### config.mk
export PLATFORM = sky130hd
export DESIGN_NAME = cp0_exc_sequencer
export DESIGN_NICKNAME = d
export VERILOG_FILES = /design/src/rtl/cp0_exc_sequencer.sv
export SDC_FILE = /design/constraint.sdc
export NUM_CORES = 1
export LEC_CHECK = 0
export ABC_AREA = 1
export ABC_CLOCK_PERIOD_IN_PS = 2700
export BUFFER_PORTS_ARGS = -buffer_cell sky130_fd_sc_hd__buf_2
export CAP_MARGIN = 10
export CORE_MARGIN = 2
export CORE_UTILIZATION = 46
export CTS_BUF_LIST = sky130_fd_sc_hd__clkbuf_8
export DETAILED_ROUTE_END_ITERATION = 10
export GPL_TIMING_DRIVEN = 1
export PLACE_DENSITY = 0.83
export SYNTH_ARGS = -nofsm -noshare
export SYNTH_HDL_FRONTEND = slang
export SYNTH_SLANG_ARGS = --single-unit
### constraint.sdc
create_clock -name clk -period 2.7 [get_ports clk]
set_input_delay 0 -clock clk [delete_from_list [all_inputs] [get_ports clk]]
set_output_delay 0 -clock clk [all_outputs]
set_load 0.1 [all_outputs]
### src/rtl/cp0_exc_sequencer.sv
// Exception/ERET sequencer between decode and the CP0 register file.
// Masks and prioritises traps/IRQs, strobes CP0 and redirects fetch.
module cp0_exc_sequencer #(
    parameter int          N_IRQ      = 2,
    parameter logic [31:0] EXC_VECTOR = 32'h00400004,
    parameter logic [4:0]  C_SYSCALL  = 5'd8,
    parameter logic [4:0]  C_BREAK    = 5'd9,
    parameter logic [4:0]  C_TEQ      = 5'd13,
    parameter logic [4:0]  C_INT      = 5'd0
) (
    input  logic             clk,
    input  logic             rst,
    input  logic             syscall_req,
    input  logic             break_req,
    input  logic             teq_req,
    input  logic             eret_req,
    input  logic [N_IRQ-1:0] irq,
    input  logic [31:0]      instr_pc,
    input  logic [31:0]      status,
    input  logic [31:0]      epc,
    output logic             exception,
    output logic             eret,
    output logic [4:0]       cause,
    output logic [31:0]      exc_pc,
    output logic             stall,
    output logic             redir_valid,
    output logic [31:0]      redir_pc,
    input  logic             redir_ready
);

    typedef enum logic [1:0] {
        S_IDLE,
        S_EXC,
        S_RET,
        S_REDIR
    } state_t;

    state_t             state_q, state_d;
    logic [N_IRQ-1:0]   irq_prev_q, irq_prev_d;
    logic [N_IRQ-1:0]   irq_pend_q, irq_pend_d;
    logic               exception_q, exception_d;
    logic               eret_q, eret_d;
    logic [4:0]         cause_q, cause_d;
    logic [31:0]        exc_pc_q, exc_pc_d;
    logic               redir_valid_q, redir_valid_d;
    logic [31:0]        redir_pc_q, redir_pc_d;

    logic               en;
    logic               acc_sys;
    logic               acc_brk;
    logic               acc_teq;
    logic               acc_sync;
    logic [N_IRQ-1:0]   irq_acc;
    logic [N_IRQ-1:0]   irq_sel;
    logic               irq_any;
    logic               is_idle;
    logic               take_trap;
    logic               take_eret;
    logic [N_IRQ-1:0]   irq_clr;

    // Event qualification; only meaningful while idle
    always_comb begin
        en       = status[0];
        acc_sys  = en & status[1] & syscall_req;
        acc_brk  = en & status[2] & break_req;
        acc_teq  = en & status[3] & teq_req;
        acc_sync = acc_sys | acc_brk | acc_teq;
        irq_acc  = irq_pend_q & {N_IRQ{en}};
        irq_sel  = '0;
        irq_any  = 1'b0;
        for (int k = 0; k < N_IRQ; k++) begin
            if (irq_acc[k] && !irq_any) begin
                irq_sel[k] = 1'b1;
                irq_any    = 1'b1;
            end
        end
        is_idle   = (state_q == S_IDLE);
        take_trap = is_idle & (acc_sync | irq_any);
        take_eret = is_idle & eret_req & ~take_trap;
        irq_clr   = (take_trap && !acc_sync) ? irq_sel : '0;
    end

    // A fresh edge on the same cycle its old pend is consumed stays pending
    always_comb begin
        irq_prev_d = irq;
        irq_pend_d = (irq_pend_q & ~irq_clr) | (irq & ~irq_prev_q);
    end

    always_comb begin
        state_d       = state_q;
        exception_d   = 1'b0;
        eret_d        = 1'b0;
        cause_d       = cause_q;
        exc_pc_d      = exc_pc_q;
        redir_valid_d = 1'b0;
        redir_pc_d    = redir_pc_q;
        stall         = 1'b0;
        unique case (state_q)
            S_IDLE: begin
                if (take_trap) begin
                    state_d     = S_EXC;
                    exception_d = 1'b1;
                    exc_pc_d    = instr_pc;
                    redir_pc_d  = EXC_VECTOR;
                    stall       = 1'b1;
                    if (acc_sys)
                        cause_d = C_SYSCALL;
                    else if (acc_brk)
                        cause_d = C_BREAK;
                    else if (acc_teq)
                        cause_d = C_TEQ;
                    else
                        cause_d = C_INT;
                end else if (take_eret) begin
                    state_d    = S_RET;
                    eret_d     = 1'b1;
                    redir_pc_d = epc;
                end
            end
            S_EXC, S_RET: begin
                state_d       = S_REDIR;
                redir_valid_d = 1'b1;
                stall         = 1'b1;
            end
            S_REDIR: begin
                stall = 1'b1;
                if (redir_ready)
                    state_d = S_IDLE;
                else
                    redir_valid_d = 1'b1;
            end
            default: begin
                state_d = S_IDLE;
            end
        endcase
    end

    always_ff @(posedge clk or posedge rst) begin
        if (rst) begin
            state_q       <= S_IDLE;
            irq_prev_q    <= '0;
            irq_pend_q    <= '0;
            exception_q   <= 1'b0;
            eret_q        <= 1'b0;
            cause_q       <= 5'd0;
            exc_pc_q      <= 32'd0;
            redir_valid_q <= 1'b0;
            redir_pc_q    <= 32'd0;
        end else begin
            state_q       <= state_d;
            irq_prev_q    <= irq_prev_d;
            irq_pend_q    <= irq_pend_d;
            exception_q   <= exception_d;
            eret_q        <= eret_d;
            cause_q       <= cause_d;
            exc_pc_q      <= exc_pc_d;
            redir_valid_q <= redir_valid_d;
            redir_pc_q    <= redir_pc_d;
        end
    end

    assign exception   = exception_q;
    assign eret        = eret_q;
    assign cause       = cause_q;
    assign exc_pc      = exc_pc_q;
    assign redir_valid = redir_valid_q;
    assign redir_pc    = redir_pc_q;

endmodule

; ---- Word-level counts from Yosys, hierarchy flattened
; Index checks and enable logic that the tools add are counted.
[totals]
register_bits = 78
inputBits = 105
[op_classes]
n_eq_ne = 5
muxes = 21
bitwise_logic = 19
reduce_logical = 11
[op_table]
columns = op, n
row1 = 32-bit two-way mux, 2
row2 = 4-bit two-way mux, 3
row3 = 1-bit bitwise AND, 9
row4 = 1-bit two-way mux, 9
row5 = 2-bit two-way mux, 4
row6 = 2-bit bitwise AND, 3
row7 = 2-bit one-hot mux with 3 select lines, 1
row8 = 2-bit AND reduction, 3
row9 = 2-bit == test (second input constant), 2
row10 = 2-bit inverter, 2
row11 = 1-bit one-hot mux with 2 select lines, 2
row12 = 3-bit by 1-bit inequality test with 1-bit output (second input constant), 1
row13 = 1-bit bitwise OR, 3
row14 = 3-bit OR reduction, 1
row15 = 2-bit by 1-bit == test with 1-bit output (second input constant), 1
row16 = 1-bit logical AND, 2
row17 = 1-bit zero test, 2
row18 = 2-bit zero test, 1
row19 = 2-bit inequality test (second input constant), 1
row20 = 2-bit bitwise OR, 1
row21 = 2-bit nonzero test, 1
row22 = 2-bit OR reduction, 1
row23 = 1-bit inverter, 1

; ---- Depth between registers and ports, before layout
[depth]
depth_word = 12
ltp_mapped = 9

; ---- Worst setup path after synthesis
; Ideal clock, no wire load.
[synth_path]
kind = register to output
from = reg state_q[0]
to = out stall
arrival_time_ns = 1.750
t_required_ns = 2.700
setup_slack_ns = 0.950
path_stages_with_launch = 7
n_path_buf = 2
cell_sequence = dfrtp_1 > inv_1 > ha_1 > buf_2 > nand3_2 > buf_2 > nand2_1
[synth_via]
elab_chain_cells = 4
[synth_rtl]
columns = element, line_no
row1 = start: declaration, 38  ; state_t state_q, state_d;
row2 = start signal: assignment, 150  ; state_q <= state_d;
row3 = 2-bit zero test, "77, 98"
row4 = 1-bit bitwise AND, 78  ; take_trap = is_idle & (acc_sync | irq_any);
row5 = 1-bit two-way mux, 100  ; if (take_trap) begin
row6 = 1-bit one-hot mux with 2 select lines *, 98  ; unique case (state_q)
row7 = end: declaration, 25  ; output logic stall,
; Mark *: on every way between the ends. The rest lies on a longest branch, timed or not.

; ---- Worst setup path after layout
; Ends and elaborated chain as after synthesis.

==> key figures <==
Job
  – Maxcap violations: 0

STA
  – RSZ-0062 raised after global routing: false
  – Max-slew headroom: 33.40%
  – Actual slew at the worst max-slew pin: 0.9978 ns
  – Final count of hold timing violations: 0
  – Final Skew: 0.008680 ns
  – Hold slack: between 0.06 and 0.07 ns
  – Period utilization: 75.92%
  – Max Freq: 0.4878 GHz
  – Post-route minimum period: 2.050 ns
  – Worst setup margin: 0.6501 ns
  – Slew Viols, Final: 0
  – Setup TNS: 0 ns
  – # setup viols final: 0

Synth
  – Netlist Area Pre-Place: 0.003162 mm^2
  – Yosys reg bits: 76
  – Register area share after synthesis: 60.15%
  – Yosys warns: 0
  – Syn_area_per_cell: 9.086 um^2
  – Post-synthesis cell type count: 21
  – Post-Synthesis Cells: 348

CTS
  – CTS H-tree lvls: 3
  – Clock-pin slew on the worst setup and hold paths: 0.07 ns
  – CTS buffer count: 9
  – Clock Latency Late Sink: roughly 0.33 ns
  – CTS tree: yes
  – Clock Sinks: 76
  – Max clock buf depth: 2
  – Buffer type at the clock tree root: clkbuf_8
  – CTS resizes: 0

Global route
  – Antenna violations before repair: 0
  – Vias in the first global route: 2962
  – Pin count of the biggest net entering global routing: 60
  – Total congestion overflow: 0
  – Tot GR Track Use: 23.30%
  – First-pass GRT wire length: 13720 um

Route
  – Wl on met1: 3519 um
  – First DRT Iteration DRCs: 145
  – Met2 WL: 4337 um
  – Pre-antenna DRT Iters: 4
  – Vias per inst: 4.676
  – Detail Route Antenna Nets: 0
  – Via count: between 3k and 4k
  – Routed WL per cell: about 13 um
  – Routed WL: approximately 8500 um
  – Met3 WL: about 610 um
  – Number of remaining DRC errors: 0
  – Top Metal Used: met4

Floorplan
  – Initial Util: a little under half
  – Row cnt: 30
  – Die Span Y: 86.91 um
  – Die footprint: roughly 0.0076 mm^2
  – Core area: 0.006719 mm^2
  – Die X: 86.91 um
  – I/O pin count: 178

Placement
  – IO buf count: 147
  – Pre-CTS setup slack: 0.7458 ns
  – Inst Count DP: 563
  – RD Place Congestion: 0.7203
  – HPWL after DPL: 5079 um

Layout
  – Non-Filler Instances: 649
  – Layout area overhead: 51.56%
  – Filler cells: 478
  – Share of cells above drive strength 1: 36.20%
  – Final net count: ~670
  – Number of diodes: 0

Setup path
  – Critical Path End Type: output pin
  – Startpoint types: flip-flop
  – Crit Path Max Fanout: 22
  – Worst reg2reg setup slack: around 0.74 ns
  – WP data arrival: 2.05 ns
  – Worst r2r src: state_q[0]
  – Crit Reg-Reg Endpoint: exc_pc[18]
  – Crit Path Category: flip-flop to output pin
  – Crit path required time: 2.70 ns
  – Worst Reg-to-Reg Cells: 7

Min path
  – Hold EP: cause[2]
  – Hold Crit Start: status[1]
  – Hold Crit Class: primary input to flip-flop
  – Hold Crit Depth: 4

Outcome
  – Outcome: finished clean
## cells in the mapped netlist
| master | count | share of area, % |
|---|---|---|
| nand2_4 | 1 | 0.36 |
| inv_1 | 12 | 1.4 |
| nor2_1 | 1 | 0.12 |
| o21ai_0 | 4 | 0.63 |
| nor2_2 | 1 | 0.20 |
| nand2_2 | 32 | 6.3 |
| buf_2 | 7 | 1.1 |
| buf_12 | 3 | 1.9 |
| inv_2 | 2 | 0.24 |
| conb_1 | 1 | 0.12 |
| nand4_1 | 3 | 0.59 |
| nor2_8 | 1 | 0.63 |
| clkbuf_1 | 4 | 0.47 |
| o21ai_1 | 1 | 0.16 |
| dfrtp_1 | 76 | 60 |
| nor2_4 | 1 | 0.36 |
| buf_4 | 2 | 0.47 |
| nand2_1 | 181 | 21 |
| nand3_1 | 11 | 1.7 |
| ha_1 | 3 | 1.2 |
| nand3_2 | 1 | 0.32 |
## per-layer routing
layer,vias to the layer above,track usage [%]
li1,1477,-
met1,1413,28.37
met2,137,40.46
met3,8,6.445
met4,0,6.676
met5,-,0
## placed cells by master (no fill, tap or decap), drive strengths merged, types with 3 or more instances in the layout
| master | netlist | routed |
|---|---|---|
| clkbuf | 4 | 9 |
| buf | 12 | 150 |
| ha | 3 | 3 |
| dlygate4sd3 | 0 | 70 |
| clkinvlp | 0 | 3 |
| nand4 | 3 | 3 |
| clkinv | 0 | 4 |
| nor2 | 4 | 4 |
| o21ai | 5 | 5 |
| nand3 | 12 | 12 |
| inv | 14 | 13 |
| nand2 | 214 | 214 |
| dfrtp | 76 | 76 |
## cells by family (layout without fill, tap and decap cells)
family | count (synthesis) | in the layout | synth area share, %
buffers and inverters | 30 | 250 | 5.619
AOI/OAI and AO/OA | 5 | 5 | 0.7913
DFF | 76 | 76 | 60.15
other | 1 | 2 | 0.1186
adders and majority gates | 3 | 3 | 1.187
and+or+nand+nor | 233 | 233 | 32.13
## state kept, by name, summed over array words and instances (netlist names)
register,count
redir_valid,1
exception,1
irq_pend_q,2
exc_pc,32
eret,1
irq_prev_q,2
state_q,2
redir_pc,32
cause,3
## final cells by class
class / count / area [um^2] / area share [%]
clock buffer: 9 / 123.9 / 2.585
clock inverter: 7 / 67.56 / 1.410
inverter: 14 / 53.80 / 1.123
multi-input combinational: 243 / 1086 / 22.66
sequential: 76 / 1902 / 39.69
tap: 80 / 100.1 / 2.089
timing repair buffer: 220 / 1459 / 30.44
## worst max path at each step
| stage | startpoint | endpoint | slack, ns | cells past startpoint |
|---|---|---|---|---|
| finish | state_q[0] | stall | 0.65 | 6 |
| global route | state_q[0] | stall | 0.54 | 6 |
| CTS | state_q[0] | stall | 0.63 | 6 |
| detailed placement | state_q[0] | exc_pc[24] | 0.75 | 7 |
| global placement | state_q[0] | redir_pc[31] | 0.83 | 6 |
| floorplan | rst | cause[0] | 0.76 | 1 |
## timing repair
action,4_1_cts,5_1_grt
buffers inserted,0,0
endpoints found under the hold margin,127,0
hold buffers,70,0
setup endpoints to repair,0,0
## metrics by stage
| step | util [%] | instance area [um^2] |
|---|---|---|
| floorplan | - | 3166 |
| global placement | 58.04 | 3900 |
| detailed placement | 58.04 | 3900 |
| CTS | 71.32 | 4792 |
| global route | 71.32 | 4792 |
| finish | 71.32 | 4792 |
## worst max-delay path, cell delays in order (launching register included)
cell	delay, ns
dfrtp_1	0.41
inv_1	0.09
ha_1	0.39
nand3_2	0.12
buf_4	0.22
nand2_1	0.07
buf_2	0.42
Power is left out: the tool's default activity adds up to more than one toggle a clock period on the data nets, which glitch-free logic cannot reach.
